<file path="src/rtl/fetch_controller.sv">
// Instruction fetch controller: two-word boot vector, sequential fetch, hold and redirect.
// Optional FETCH_IMM_EN adds 2-word instructions (opcode word with bit0=1 followed by an immediate word).
module fetch_controller #(
  parameter logic [31:0] BOOT_ADDR = 32'd0
) (
  input  logic        clk,
  input  logic        reset,
  input  logic [15:0] memInstruction,
  output logic [31:0] readAddress,
  output logic        memStall,
  input  logic        hazardStall,
  input  logic        branchTaken,
  input  logic [31:0] branchTarget,
  output logic [15:0] instrOut,
  output logic [15:0] immOut,
  output logic        instrValid,
  output logic [31:0] pcOut
);

`ifdef FETCH_IMM_EN
  typedef enum logic [1:0] {BOOT_HI, BOOT_LO, RUN, IMM} state_t;
`else
  typedef enum logic [1:0] {BOOT_HI, BOOT_LO, RUN} state_t;
`endif

  state_t      state, state_nxt;
  logic [31:0] pc, pc_nxt;
  logic [15:0] instr_nxt;
  logic [31:0] pcout_nxt;
  logic        valid_nxt;
  logic        in_fetch;
  logic        redirect;
  logic        held;

`ifdef FETCH_IMM_EN
  logic [15:0] imm_q, imm_nxt;
  logic        two_word;

  assign two_word = memInstruction[0];
  assign immOut   = imm_q;
`else
  assign immOut   = 16'h0000;
`endif

  // Redirect outranks the hazard hold; both only matter once the boot vector is loaded.
  always_comb begin
`ifdef FETCH_IMM_EN
    in_fetch = (state == RUN) || (state == IMM);
`else
    in_fetch = (state == RUN);
`endif
    redirect = in_fetch && branchTaken;
    held     = in_fetch && hazardStall && !branchTaken;
    memStall = redirect || held;
  end

  always_comb begin
    unique case (state)
      BOOT_HI: readAddress = BOOT_ADDR;
      BOOT_LO: readAddress = BOOT_ADDR + 32'd1;
      default: readAddress = pc;
    endcase
  end

  always_comb begin
    // NOTE: every output of this block gets its hold value first, so no path can infer a latch.
    state_nxt = state;
    pc_nxt    = pc;
    instr_nxt = instrOut;
    pcout_nxt = pcOut;
    valid_nxt = instrValid;
`ifdef FETCH_IMM_EN
    imm_nxt   = imm_q;
`endif

    if (redirect) begin
      pc_nxt    = branchTarget;
      state_nxt = RUN;
      valid_nxt = 1'b0;
    end else if (!held) begin
      case (state)
        BOOT_HI: begin
          pc_nxt[31:16] = memInstruction;
          valid_nxt     = 1'b0;
          state_nxt     = BOOT_LO;
        end
        BOOT_LO: begin
          pc_nxt[15:0] = memInstruction;
          valid_nxt    = 1'b0;
          state_nxt    = RUN;
        end
        RUN: begin
          instr_nxt = memInstruction;
          pcout_nxt = pc;
          pc_nxt    = pc + 32'd1;
          valid_nxt = 1'b1;
`ifdef FETCH_IMM_EN
          if (two_word) begin
            valid_nxt = 1'b0;
            state_nxt = IMM;
          end
`endif
        end
`ifdef FETCH_IMM_EN
        IMM: begin
          imm_nxt   = memInstruction;
          pc_nxt    = pc + 32'd1;
          valid_nxt = 1'b1;
          state_nxt = RUN;
        end
`endif
        default: begin
          valid_nxt = 1'b0;
          state_nxt = BOOT_HI;
        end
      endcase
    end
  end

  // NOTE: sequential state uses non-blocking assignments so every register samples pre-edge values.
  always_ff @(posedge clk or posedge reset) begin
    if (reset) begin
      state      <= BOOT_HI;
      pc         <= 32'd0;
      instrOut   <= 16'h0000;
      pcOut      <= 32'd0;
      instrValid <= 1'b0;
    end else begin
      state      <= state_nxt;
      pc         <= pc_nxt;
      instrOut   <= instr_nxt;
      pcOut      <= pcout_nxt;
      instrValid <= valid_nxt;
    end
  end

`ifdef FETCH_IMM_EN
  always_ff @(posedge clk or posedge reset) begin
    if (reset) imm_q <= 16'h0000;
    else       imm_q <= imm_nxt;
  end
`endif

endmodule

</file>
<file path="config.mk">
export PLATFORM = sky130hd
export DESIGN_NAME = fetch_controller
export DESIGN_NICKNAME = d
export VERILOG_FILES = /design/src/rtl/fetch_controller.sv
export SDC_FILE = /design/constraint.sdc
export NUM_CORES = 1
export LEC_CHECK = 0
export BUFFER_PORTS_ARGS = -buffer_cell sky130_fd_sc_hd__buf_2
export CAP_MARGIN = 20
export CORE_MARGIN = 4
export CORE_UTILIZATION = 30
export DETAILED_ROUTE_END_ITERATION = 7
export HOLD_SLACK_MARGIN = 0.15
export PLACE_DENSITY_LB_ADDON = 0.05
export SLEW_MARGIN = 20
export SYNTH_ARGS = -nofsm -noshare
export SYNTH_HDL_FRONTEND = slang
export SYNTH_SLANG_ARGS = --single-unit
</file>
<file path="constraint.sdc">
create_clock -name clk -period 2.95 [get_ports clk]
set_input_delay 0.1475 -clock clk [delete_from_list [all_inputs] [get_ports clk]]
set_output_delay 0.1475 -clock clk [all_outputs]
set_load 0.01 [all_outputs]
</file>
Word level (Yosys, flattened, before mapping) --
Index checks and enable logic that the tools add are counted.
Word-level totals: bits in registers 83, word-level logic and storage cells 36, bits of input ports 52, output and inout bits 98
Operators by class: add/subtract/negate cells 1, muxes and demuxes 11, bitwise operators 2, equality and inequality tests 4, reduce and logical (&&, ||, !) cells 12
Operator list (count):
- 32-bit 2-to-1 mux | 2
- 16-bit one-hot mux with 2 select lines | 2
- 32-bit one-hot mux with 2 select lines | 1
- 32-bit by 1-bit adder with 32-bit output, second input constant | 1
- 2-bit one-hot mux with 3 select lines | 1
- 2-bit AND reduction | 3
- 3-bit nonzero test | 2
- 2-bit 2-to-1 mux | 2
- 1-bit logical AND | 3
- 1-bit 2-to-1 mux | 3
- 3-bit AND reduction | 1
- 2-bit by 1-bit == test with 1-bit output, second input constant | 1
- 2-bit == test, second input constant | 1
- 2-bit zero test | 1
- 2-bit by 1-bit inequality test with 1-bit output, second input constant | 1
- 2-bit inequality test, second input constant | 1
- 1-bit NOT | 2
- 1-bit zero test | 1
- 1-bit logical OR | 1

Depth between registers and ports, before layout --
Gate-level depths: netlist of run 1.
depth after elaboration 5, gate-level depth with buffers 9, gate-level depth less buffers 7

Least setup slack after synthesis of run 1 --
OpenSTA, ideal clock, no wires.
path kind reg-to-reg, start register state[0], end register instrOut[10], path buffers 3, cell stages (with the launch flop) 9, arrival 1808 ps, setup time 125 ps, required time 2825 ps, path slack 1018 ps, period minus slack after synthesis 1932 ps, cells stage by stage dfrtp_1 -> inv_1 -> ha_1 -> nand2b_1 -> buf_2 -> nor2_1 -> buf_2 -> buf_2 -> mux2_2
On the way: longest elaborated chain between the ends 5, elaborated cells between the ends (all ways) 7, classes of those cells 1 x eq/ne; 2 x bitwise; 4 x reduce/logical
Ends and longest elaborated chain:
- start, declared | RTL line 26 | state_t state, state_nxt;
- start signal, assigned | RTL line 129 | state <= state_nxt;
- 2-bit == test * | RTL line 50, 81
- 1-bit logical AND (2 in a row) | RTL line 53 | held = in_fetch && hazardStall && !branchTaken;
- 1-bit NOT (no line)
- 3-bit AND reduction (no line) *
- end signal, assigned | RTL line 131 | instrOut <= instr_nxt;
- end, declared | RTL line 14 | output logic [15:0] instrOut,
Every way passes the cells marked *; elsewhere a longest branch is shown, timed or not. A chain may end at the register's enable or synchronous reset.

Final worst setup path of run 1 --
start register state[1], end register pc[29]
On the way: longest elaborated chain between the ends 5, elaborated cells between the ends (all ways) 11, classes of those cells 2 x eq/ne; 3 x mux; 6 x reduce/logical
Ends and longest elaborated chain:
- 2-bit == test | RTL line 50, 81
- 1-bit logical AND (2 in a row) | RTL line 53
- 2-bit inequality test (no line)
- 2-bit AND reduction (no line)
- end signal, assigned | RTL line 130 | pc <= pc_nxt;
- end, declared | RTL line 27 | logic [31:0] pc, pc_nxt;
Several ways; a longest one is shown, not always the timed one. The select of a mux whose other input is x is not followed.

==> qor.log, run 1 <==
qor: clocking.cts.root.buffer_cell clkbuf_16
qor: sta.finalMaxSlewViolations 0
qor: clocking.cts_tree done
qor: setup_path.timing.critical_path.to_type register
qor: drt.pre_repair_dr_iteration_count 4
qor: floorplan.die_h 133 um
qor: global_routing.antenna_found_initial 0
qor: sta.post-route-period-util 77.0%
qor: synthesis.syn_avg_cell_area 9.73 um^2
qor: min_path.holdPathStages 4
qor: synthesis.synth_edf_count 0
qor: floorplan.floorplan.io_pins 150
qor: drt.highest-signal-layer met4
qor: clocking.postCtsSetupRepairBufs 0
qor: setup_path.timing.setup.critical_path_class reg2reg
qor: placed_design.post_placement_cell_count 784
qor: drt.detail-route-antenna-nets 0
qor: sta.max_clock_freq 440 MHz
qor: placed_design.numPortBuffers 133
qor: cells_and_area.fin_util 39.9%
qor: setup_path.regToRegSetupSlack 0.68 ns
qor: sta.finalHoldViolCount 0
qor: global_routing.residual_overflow_from_global_routing 0
qor: sta.setup-tns-final 0 ns
qor: clocking.h-tree-depth 3
qor: placed_design.place_area 5530 um^2
qor: synthesis.yosysWarningCount 0
qor: clocking.clk_transition_reported_paths 0.06 ns
qor: cells_and_area.syn_to_final_growth 30.0%
qor: cells_and_area.instances_no_fill 823
qor: floorplan.floorplan.die_area 17,600 um^2
qor: setup_path.crit-reg2reg-launch state[1]
qor: sta.timing.final.ws_setup 0.680 ns
qor: sta.hold_slack 0.163 ns
qor: drt.routed_wl 15,400 um
qor: floorplan.die_width 133 um
qor: sta.max-slew-margin-rel 49.5%
qor: synthesis.synth_ff_type dfrtp_1
qor: drt.avgRoutedWirePerCell 18.7 um
qor: setup_path.worst-r2r-cell-count 7
qor: setup_path.crit_required 3.15 ns
qor: drt.detail_route.vias_per_cell 5.14
qor: synthesis.postSynthCellCount 479
qor: min_path.min_from branchTarget[29]
qor: synthesis.synth_cell_types 50
qor: setup_path.worstPathMaxFanout 11
qor: drt.detail_route.iter0.violations 297
qor: synthesis.synth.ff_latch_count 83
qor: floorplan.initial_core_util 30.7%
qor: placed_design.hpwlAfterDp 11,200 um
qor: power_and_ir_drop.leakagePower 2.77 nW
qor: global_routing.grt_max_degree 49
qor: drt.routed-wl-met2 7160 um
qor: synthesis.synth_seq_area_share 44.6%
qor: clocking.clkLatencyLatePin 0.35 ns
qor: min_path.timing.hold.worst_endpoint pc[29]
qor: sta.finalWorstPathRequiredPeriod 2.27 ns
qor: placed_design.routabilityCongestion 0.853
qor: global_routing.first_pass_grt_wire_length 24,400 um
qor: cells_and_area.insertedDiodeCount 0
qor: setup_path.setup.worst_path.start_class register
qor: drt.post-route-drc-count 0
qor: drt.met3_length 813 um
qor: job.maximum_capacitance_violations 0
qor: cells_and_area.fillers 1,566
qor: synthesis.async_reset_ff_share 100%
qor: clocking.cts_sinks 83
qor: global_routing.first_global_vias 4,286
qor: clocking.number_of_instances_resized_during_post_cts_repair 0
qor: sta.grt_setup_unrepaired no
qor: drt.number_of_vias_after_detailed_routing 4,227
qor: drt.route.layer.met1.wl 7130 um
qor: clocking.max-clock-path-buffers 2
qor: global_routing.global_route.usage.total 17.7%
qor: floorplan.core 15,200 um^2
qor: min_path.timing.hold.worst.class in2reg
qor: power_and_ir_drop.post-layout-total-power 3.44 mW
qor: sta.worst-slew-pin-transition 0.757 ns
qor: setup_path.crit_arrival 2.47 ns
qor: sta.report.final.setup_viol 0
qor: cells_and_area.num-nets-final 688
qor: synthesis.mappedNetlistArea 4660 um^2
qor: clocking.cts_hold_repair.buffers 24
qor: outcome.outcome completed
qor: cells_and_area.final_cell_area 6060 um^2
qor: placed_design.dpl_worst_slack 0.699 ns
qor: cells_and_area.post_route_cells_drive_above_1_share 34.5%
qor: power_and_ir_drop.power.density 568 nW/um^2
qor: setup_path.regToRegEndpoint pc[29]
qor: power_and_ir_drop.vdd.ir_drop.worst 0.000225 V
qor: clocking.numCtsBuffers 9
qor: sta.timing.clock.skew 0.00863 ns
qor: floorplan.num_rows 45
[routing by layer]
layer | vias to the layer above | GRT usage, %
met5 | - | 0
met3 | 17 | 3.50
met2 | 132 | 27.9
li1 | 2018 | -
met1 | 2060 | 24.6
met4 | 0 | 5.77
[kinds of logic (layout without fill, tap and decap cells)]
family	Yosys count	after routing	synth area share [%]
simple gates	149	149	18.0
compound gates	129	129	17.6
flops	83	83	44.6
buf+inv	63	204	6.63
mux	49	49	11.8
fa+ha+maj	5	5	1.34
other cells	1	16	0.0805
[critical path: stages (launching register included)]
cell	delay (ns)
dfrtp_1	0.43
inv_1	0.10
ha_1	0.45
nor2_1	0.09
a21oi_1	0.50
nand2_1	0.24
o211ai_1	0.15
o311ai_0	0.15
[power by group]
part           internal [mW]  total [mW]  switching (mW)
registers               1.32        1.49           0.171
clock network          0.697        1.16           0.461
logic                  0.384       0.788           0.404
total                   2.40        3.44            1.04
[layout by cell type, fill, tap and decap left out, types with 4 or more instances in the layout]
cell	count
a211oi_1	5
a21o_1	5
a21oi_1	36
a22o_1	6
a31oi_1	6
a41oi_1	4
and2_1	27
and3_1	7
buf_2	133
buf_4	14
clkbuf_16	9
conb_1	16
dfrtp_1	83
dlygate4sd3_1	24
ha_1	5
inv_1	15
mux2_2	48
nand2_1	28
nand3_1	8
nand4_1	15
nor2_1	21
nor2b_1	13
nor3_1	11
o211ai_1	4
o21ai_0	31
o22ai_1	9
o311ai_0	6
o31a_1	6
or4_1	4
[synth_stat cells (11+ instances only)]
| master | instances | area (um^2) |
|---|---|---|
| a21oi_1 | 36 | 180 |
| inv_1 | 16 | 60.1 |
| o21ai_0 | 31 | 155 |
| clkbuf_1 | 18 | 67.6 |
| mux2_2 | 48 | 541 |
| and2_1 | 27 | 169 |
| nand4_1 | 15 | 93.8 |
| nor2b_1 | 13 | 81.3 |
| nor2_1 | 23 | 86.3 |
| buf_4 | 16 | 120 |
| dfrtp_1 | 83 | 2080 |
| nand2_1 | 28 | 105 |
| nor3_1 | 11 | 55.1 |
[sequential cells by signal (all words and copies together) (netlist names)]
name        flops
pc             32
pcOut          32
state           2
instrOut       16
instrValid      1
[worst max-delay path by stage]
stage | startpoint | endpoint | slack (ns) | depth (start not counted)
global route | state[0] | pc[29] | 0.43 | 7
CTS | state[1] | pc[29] | 0.69 | 7
global placement | state[0] | pc[25] | 0.78 | 7
floorplan | reset | instrOut[0] | 0.67 | 1
detailed placement | state[0] | pc[29] | 0.70 | 7
finish | state[1] | pc[29] | 0.68 | 7
[area by class of cell]
cell class / instances / area (um^2) / area share (%)
Sequential cell: 83 / 2080 / 34.3
Multi-Input combinational cell: 348 / 2340 / 38.6
Timing Repair Buffer: 173 / 1050 / 17.3
Tap cell: 188 / 235 / 3.88
Inverter: 16 / 61.3 / 1.01
Clock buffer: 13 / 260 / 4.29
Clock inverter: 2 / 35.0 / 0.578
Note: power is estimated with default switching activity, not from simulation.
==> run 2, diff against run 1 <==
==> constraint.sdc (replaced) <==
create_clock -name clk -period 1.95 [get_ports clk]
set_input_delay 0.0975 -clock clk [delete_from_list [all_inputs] [get_ports clk]]
set_output_delay 0.0975 -clock clk [all_outputs]
set_load 0.01 [all_outputs]
==> run 2 against run 1 <==
Net effect: sequential power up 47%; clock skew down 0.0036 ns; core utilization up 5.5 points; setup slack worse by 0.65 ns; register-to-register slack worse by 0.59 ns; sequential cell count unchanged; critical path depth up 1; clock power up 65%; design area up 14%; global-route usage up 1.5 points; sequential share of layout area down 4.1 points; largest power group unchanged.
==> qor.log, run 2 (synthesized netlist as in run 1, its figures left out) <==
qor: power_and_ir_drop.power.density 820 nW/um^2
qor: setup_path.critical_path.max_stage_delay 0.36 ns
qor: setup_path.count_of_buffer_and_inverter_cells_on_the_critical_path 5
qor: sta.max-slew-margin-rel 58.9%
qor: global_routing.first_pass_grt_wire_length 26,000 um
qor: floorplan.die_width 133 um
qor: drt.detail_route.vias_per_cell 5.03
qor: floorplan.floorplan.io_pins 150
qor: placed_design.routabilityCongestion 0.860
qor: clocking.cts_tree done
qor: clocking.max-clock-path-buffers 2
qor: setup_path.worstPathMaxFanout 7
qor: sta.worst-slew-pin-transition 0.616 ns
qor: global_routing.first_global_vias 4,558
qor: min_path.timing.hold.worst.class in2reg
qor: clocking.h-tree-depth 3
qor: power_and_ir_drop.leakagePower 3.19 nW
qor: power_and_ir_drop.sw_frac_of_total 29.1%
qor: clocking.clkLatencyLatePin 0.34 ns
qor: setup_path.crit_arrival 1.83 ns
qor: global_routing.grt_max_degree 32
qor: sta.report.final.setup_viol 0
qor: global_routing.residual_overflow_from_global_routing 0
qor: setup_path.worstPathCellList inv_2 -> buf_6 -> ha_4 -> buf_6 -> nor2_4 -> buf_6 -> and2_4 -> buf_6
qor: job.maximum_capacitance_violations 0
qor: drt.number_of_vias_after_detailed_routing 4,456
qor: clocking.clk_transition_reported_paths 0.06 ns
qor: placed_design.place_area 5880 um^2
qor: sta.timing.clock.skew 0.00504 ns
qor: power_and_ir_drop.vdd.ir_drop.worst 0.000500 V
qor: drt.routed_wl 16,700 um
qor: cells_and_area.insertedDiodeCount 0
qor: clocking.numCtsBuffers 9
qor: global_routing.global_route.usage.total 19.2%
qor: floorplan.floorplan.die_area 17,600 um^2
qor: cells_and_area.final_common_cell buf_2
qor: power_and_ir_drop.p_int 4.01 mW
qor: drt.detail-route-antenna-nets 0
qor: floorplan.num_rows 45
qor: setup_path.cpMostUsedCell buf_6
qor: sta.hold_slack 0.165 ns
qor: clocking.cts_sinks 83
qor: setup_path.critical_path.slowest_cell dfrtp_1
qor: power_and_ir_drop.clock_power_share 33.7%
qor: sta.finalMaxSlewViolations 0
qor: setup_path.timing.setup.critical_path_class reg2out
qor: setup_path.setup.worst_path.start_class register
qor: floorplan.core 15,200 um^2
qor: drt.post-route-drc-count 0
qor: sta.post-route-period-util 98.7%
qor: setup_path.timing.critical_path.to_type primary output
qor: cells_and_area.final_cell_area 6900 um^2
qor: sta.grt_setup_unrepaired yes
qor: sta.finalHoldViolCount 0
qor: outcome.outcome completed
qor: power_and_ir_drop.pwr-share-comb 27.5%
qor: drt.pre_repair_dr_iteration_count 4
qor: cells_and_area.num-nets-final 750
qor: floorplan.die_h 133 um
qor: clocking.cts.root.buffer_cell clkbuf_16
qor: drt.detail_route.iter0.violations 295
qor: cells_and_area.most_frequent_cells_in_the_layout 112 x buf_2, 80 x dfrtp_1, 57 x buf_4
qor: power_and_ir_drop.share_of_total_power_in_sequential_cells 38.7%
qor: power_and_ir_drop.power.switching 1.65 mW
qor: placed_design.hpwlAfterDp 12,200 um
qor: placed_design.numPortBuffers 133
qor: setup_path.crit_required 1.85 ns
qor: setup_path.path_delay_family buffers and inverters
qor: sta.max_clock_freq 520 MHz
qor: cells_and_area.largest_registers pcOut: 32 flops, pc: 32 flops, instrOut: 16 flops
qor: drt.avgRoutedWirePerCell 18.9 um
qor: sta.finalWorstPathRequiredPeriod 1.92 ns
qor: floorplan.initial_core_util 30.7%
qor: cells_and_area.syn_to_final_growth 48.0%
qor: global_routing.antenna_found_initial 0
qor: cells_and_area.post_route_cells_drive_above_1_share 44.6%
-- run 2: changes by cell type in the layout (fill, tap and decap cells not counted), moves of 8 or more --
cell           before  now
buf_2             133  112
dlygate4sd3_1      24   32
and2_1             27    6
buf_6               0   28
and2_4              0   21
buf_4              14   57
-- run 2: worst paths after layout --
path,from,slack [ns],cells after the start,to
max,state[0],0.03,8,readAddress[18]
min,branchTarget[9],0.16,4,pc[9]
max reg2reg,state[0],0.09,7,pcOut[28]
min reg2reg,pcOut[17],0.50,1,pcOut[17]
max in group asynchronous,reset,1.00,4,pc[13]
min in group asynchronous,reset,0.38,3,pcOut[19]
-- run 2: routing by layer --
metal	part of all wire (%)	track usage, %	vias to the layer above
li1	-	-	2145
met1	46	25.7	2154
met5	0	0	-
met2	47	31.3	144
met4	1.2	4.27	0
met3	5.3	4.94	13
-- run 2: worst reg2reg max path, cell delays in order (launching register included) --
cell	delay (ns)
dfrtp_1	0.39
inv_2	0.08
ha_1	0.21
nand2b_1	0.12
buf_12	0.19
nor2_4	0.15
buf_12	0.23
mux2_2	0.37
-- run 2: power groups by stage --
stage / combinational [mW] / sequential [mW] / clock [mW]
3_5_place_dp: 1.36 / 2.22 / 0
4_1_cts: 1.42 / 2.19 / 1.98
2_1_floorplan: 0.626 / 2.30 / 0
3_3_place_gp: 1.35 / 2.21 / 0
5_1_grt: 1.70 / 2.23 / 2.05
6_report: 1.56 / 2.19 / 1.91
-- run 2: metrics by stage --
stage / cells / total power [mW] / setup slack (ns) / utilization [%] / setup TNS (ns)
after global routing: 886 / 5.98 / -0.0400 / 45.4 / -0.422
after floorplan: 494 / 2.93 / 0.0176 / - / 0
final: 886 / 5.66 / 0.0254 / 45.4 / 0
after global placement: 825 / 3.57 / 0.0174 / 38.7 / 0
after detailed placement: 825 / 3.58 / -0.0135 / 38.7 / -0.0135
after CTS: 877 / 5.59 / 0.00327 / 43.4 / 0
-- run 2: repair_timing --
action,4_1_cts,5_1_grt
pin swaps,1,22
hold endpoints to repair,56,0
resized for setup,13,57
cloned,2,0
hold buffers,32,0
setup buffers,2,9
setup endpoints to repair,26,37
-- run 2: cell type report --
class	count	area, um^2
fillers	1500	8300
multi-input cells	348	2440
flip-flops and latches	83	2080
repair buffers	235	1740
clock buffers	12	256
well taps	188	235
clock inverters	4	72.6
inverters	16	63.8
==> run 3, diff against run 2 <==
--- a/config.mk
+++ b/config.mk
@@ -12,6 +12,7 @@
 export DETAILED_ROUTE_END_ITERATION = 7
 export HOLD_SLACK_MARGIN = 0.15
 export PLACE_DENSITY_LB_ADDON = 0.05
+export SETUP_SLACK_MARGIN = 0.5
 export SLEW_MARGIN = 20
 export SYNTH_ARGS = -nofsm -noshare
 export SYNTH_HDL_FRONTEND = slang
==> run 3 against run 2 <==
Net effect: die area stayed put; setup slack better by 0.058 ns; clock-buffer cell count did not move; global-route usage increased by 2.8 points; total power up 7.9%; core utilization increased by 11 points; non-clock buffer count grew 61; sequential power barely moved; critical endpoint is now pc[24].
==> qor.log, run 3 (synthesized netlist as in run 1, its figures left out) <==
qor: placed_design.post_placement_cell_count 808
qor: global_routing.first_pass_grt_wire_length 29,700 um
qor: setup_path.worstPathCellList nand3_4 -> buf_12 -> nor4_4 -> buf_4 -> nand3_2 -> o41a_1 -> o21ai_1
qor: sta.post-route-period-util 95.7%
qor: floorplan.initial_core_util 30.7%
qor: clocking.cts.root.buffer_cell clkbuf_16
qor: drt.detail-route-antenna-nets 0
qor: setup_path.timing.setup.critical_path_class reg2reg
qor: clocking.clkLatencyLatePin 0.36 ns
qor: cells_and_area.largest_registers pcOut: 32 flops, pc: 32 flops, instrOut: 16 flops
qor: cells_and_area.most_frequent_cells_in_the_layout 127 x buf_2, 75 x dfrtp_1, 63 x buf_4
qor: setup_path.count_of_buffer_and_inverter_cells_on_the_critical_path 2
qor: cells_and_area.post_route_cells_drive_above_1_share 58.0%
qor: outcome.outcome completed
qor: clocking.h-tree-depth 3
qor: sta.max-slew-margin-rel 58.7%
qor: sta.grt_setup_unrepaired yes
qor: cells_and_area.syn_to_final_growth 82.4%
qor: cells_and_area.fillers 1,312
qor: power_and_ir_drop.leakagePower 3.91 nW
qor: cells_and_area.final_common_cell buf_2
qor: global_routing.antenna_found_initial 0
qor: clocking.numCtsBuffers 9
qor: global_routing.grt_max_degree 33
qor: floorplan.floorplan.die_area 17,600 um^2
qor: power_and_ir_drop.vdd.ir_drop.worst 0.000498 V
qor: floorplan.die_h 133 um
qor: setup_path.timing.critical_path.from pc[8]
qor: setup_path.crit_required 2.21 ns
qor: sta.finalWorstPathRequiredPeriod 1.87 ns
qor: global_routing.first_global_vias 5,124
qor: drt.detail_route.iter0.violations 510
qor: drt.detail_route.vias_per_cell 5.29
qor: min_path.timing.hold.worst.class in2reg
qor: sta.finalHoldViolCount 0
qor: clocking.cts_tree done
qor: setup_path.critical_path.max_stage_delay 0.40 ns
qor: drt.post-route-drc-count 0
qor: sta.finalMaxSlewViolations 0
qor: floorplan.die_width 133 um
qor: min_path.min_from branchTarget[0]
qor: sta.timing.clock.skew 0.0164 ns
qor: setup_path.crit-reg2reg-launch pc[8]
qor: drt.pre_repair_dr_iteration_count 5
qor: power_and_ir_drop.power.density 718 nW/um^2
qor: sta.setup-tns-final 0 ns
qor: global_routing.global_route.usage.total 22.0%
qor: cells_and_area.instances_no_fill 948
qor: sta.worst-slew-pin-transition 0.618 ns
qor: setup_path.setup.worst_path.start_class register
qor: job.maximum_capacitance_violations 0
qor: cells_and_area.num-nets-final 812
qor: clocking.clk_transition_reported_paths 0.06 ns
qor: setup_path.critical_path.slowest_cell dfrtp_2
qor: setup_path.regToRegSetupSlack 0.08 ns
qor: placed_design.hpwlAfterDp 12,600 um
qor: setup_path.crit_arrival 2.13 ns
qor: placed_design.routabilityCongestion 0.886
qor: global_routing.residual_overflow_from_global_routing 0
qor: floorplan.core 15,200 um^2
qor: drt.number_of_vias_after_detailed_routing 5,017
qor: floorplan.floorplan.io_pins 150
qor: floorplan.num_rows 45
qor: cells_and_area.insertedDiodeCount 0
qor: setup_path.path_delay_family compound AO/OA/AOI/OAI gates
qor: sta.max_clock_freq 536 MHz
qor: placed_design.numPortBuffers 133
qor: drt.routed_wl 20,400 um
qor: sta.hold_slack 0.170 ns
qor: clocking.cts_sinks 83
qor: drt.avgRoutedWirePerCell 21.5 um
qor: setup_path.worstPathMaxFanout 3
qor: clocking.max-clock-path-buffers 2
qor: sta.report.final.setup_viol 0
qor: setup_path.timing.critical_path.to_type register
run 3: routing by layer:
metal | global-route usage (%) | routed length (um)
met1 | 28.1 | 8690
met2 | 35.7 | 9830
met3 | 5.06 | 1130
met4 | 9.64 | 706
met5 | 0 | 0
run 3: power by group:
part           switching, mW  leakage [nW]  internal, mW
logic                  0.890          2.76          1.07
registers              0.204         0.994          2.01
clock network          0.743         0.159          1.19
run 3: worst reg2reg max path: stages, from the launching register on:
cell	delay [ns]
dfrtp_2	0.40
nand3_4	0.10
buf_12	0.13
nor4_4	0.32
buf_4	0.18
nand3_2	0.09
o41a_1	0.38
o21ai_1	0.18
run 3: layout make-up:
type / instances / area, um^2 / area share [%]
repair buffers: 296 / 2670 / 31.4
multi-input cells: 349 / 3120 / 36.7
flip-flops and latches: 83 / 2090 / 24.5
well taps: 188 / 235 / 2.77
clock buffers: 12 / 256 / 3.02
inverters: 16 / 67.6 / 0.795
clock inverters: 4 / 72.6 / 0.853
run 3: repair_timing:
item,4_1_cts,5_1_grt
gates resized for setup,145,81
cloned,15,3
pin swaps,51,44
endpoints found under the setup margin,113,114
hold buffers,34,0
hold endpoints to repair,55,0
setup buffers,51,21
run 3: metrics by stage:
stage          area, um^2  utilization (%)  power [mW]  worst slack [ns]
2_1_floorplan        5040                -        3.03             0.265
3_3_place_gp         5940             39.1        3.61             0.123
3_5_place_dp         5940             39.1        3.63            0.0731
4_1_cts              7920             52.1        5.99            0.0927
5_1_grt              8500             55.9        6.38            0.0103
6_report             8500             55.9        6.10            0.0832
run 3: final timing paths:
kind,to,cells after the start
worst max-delay path,pc[24],7
worst min-delay path,pc[0],5
worst max register to register,pc[24],7
min in group asynchronous,pc[14],3
worst min register to register,instrValid,1
max in group asynchronous,pc[1],4
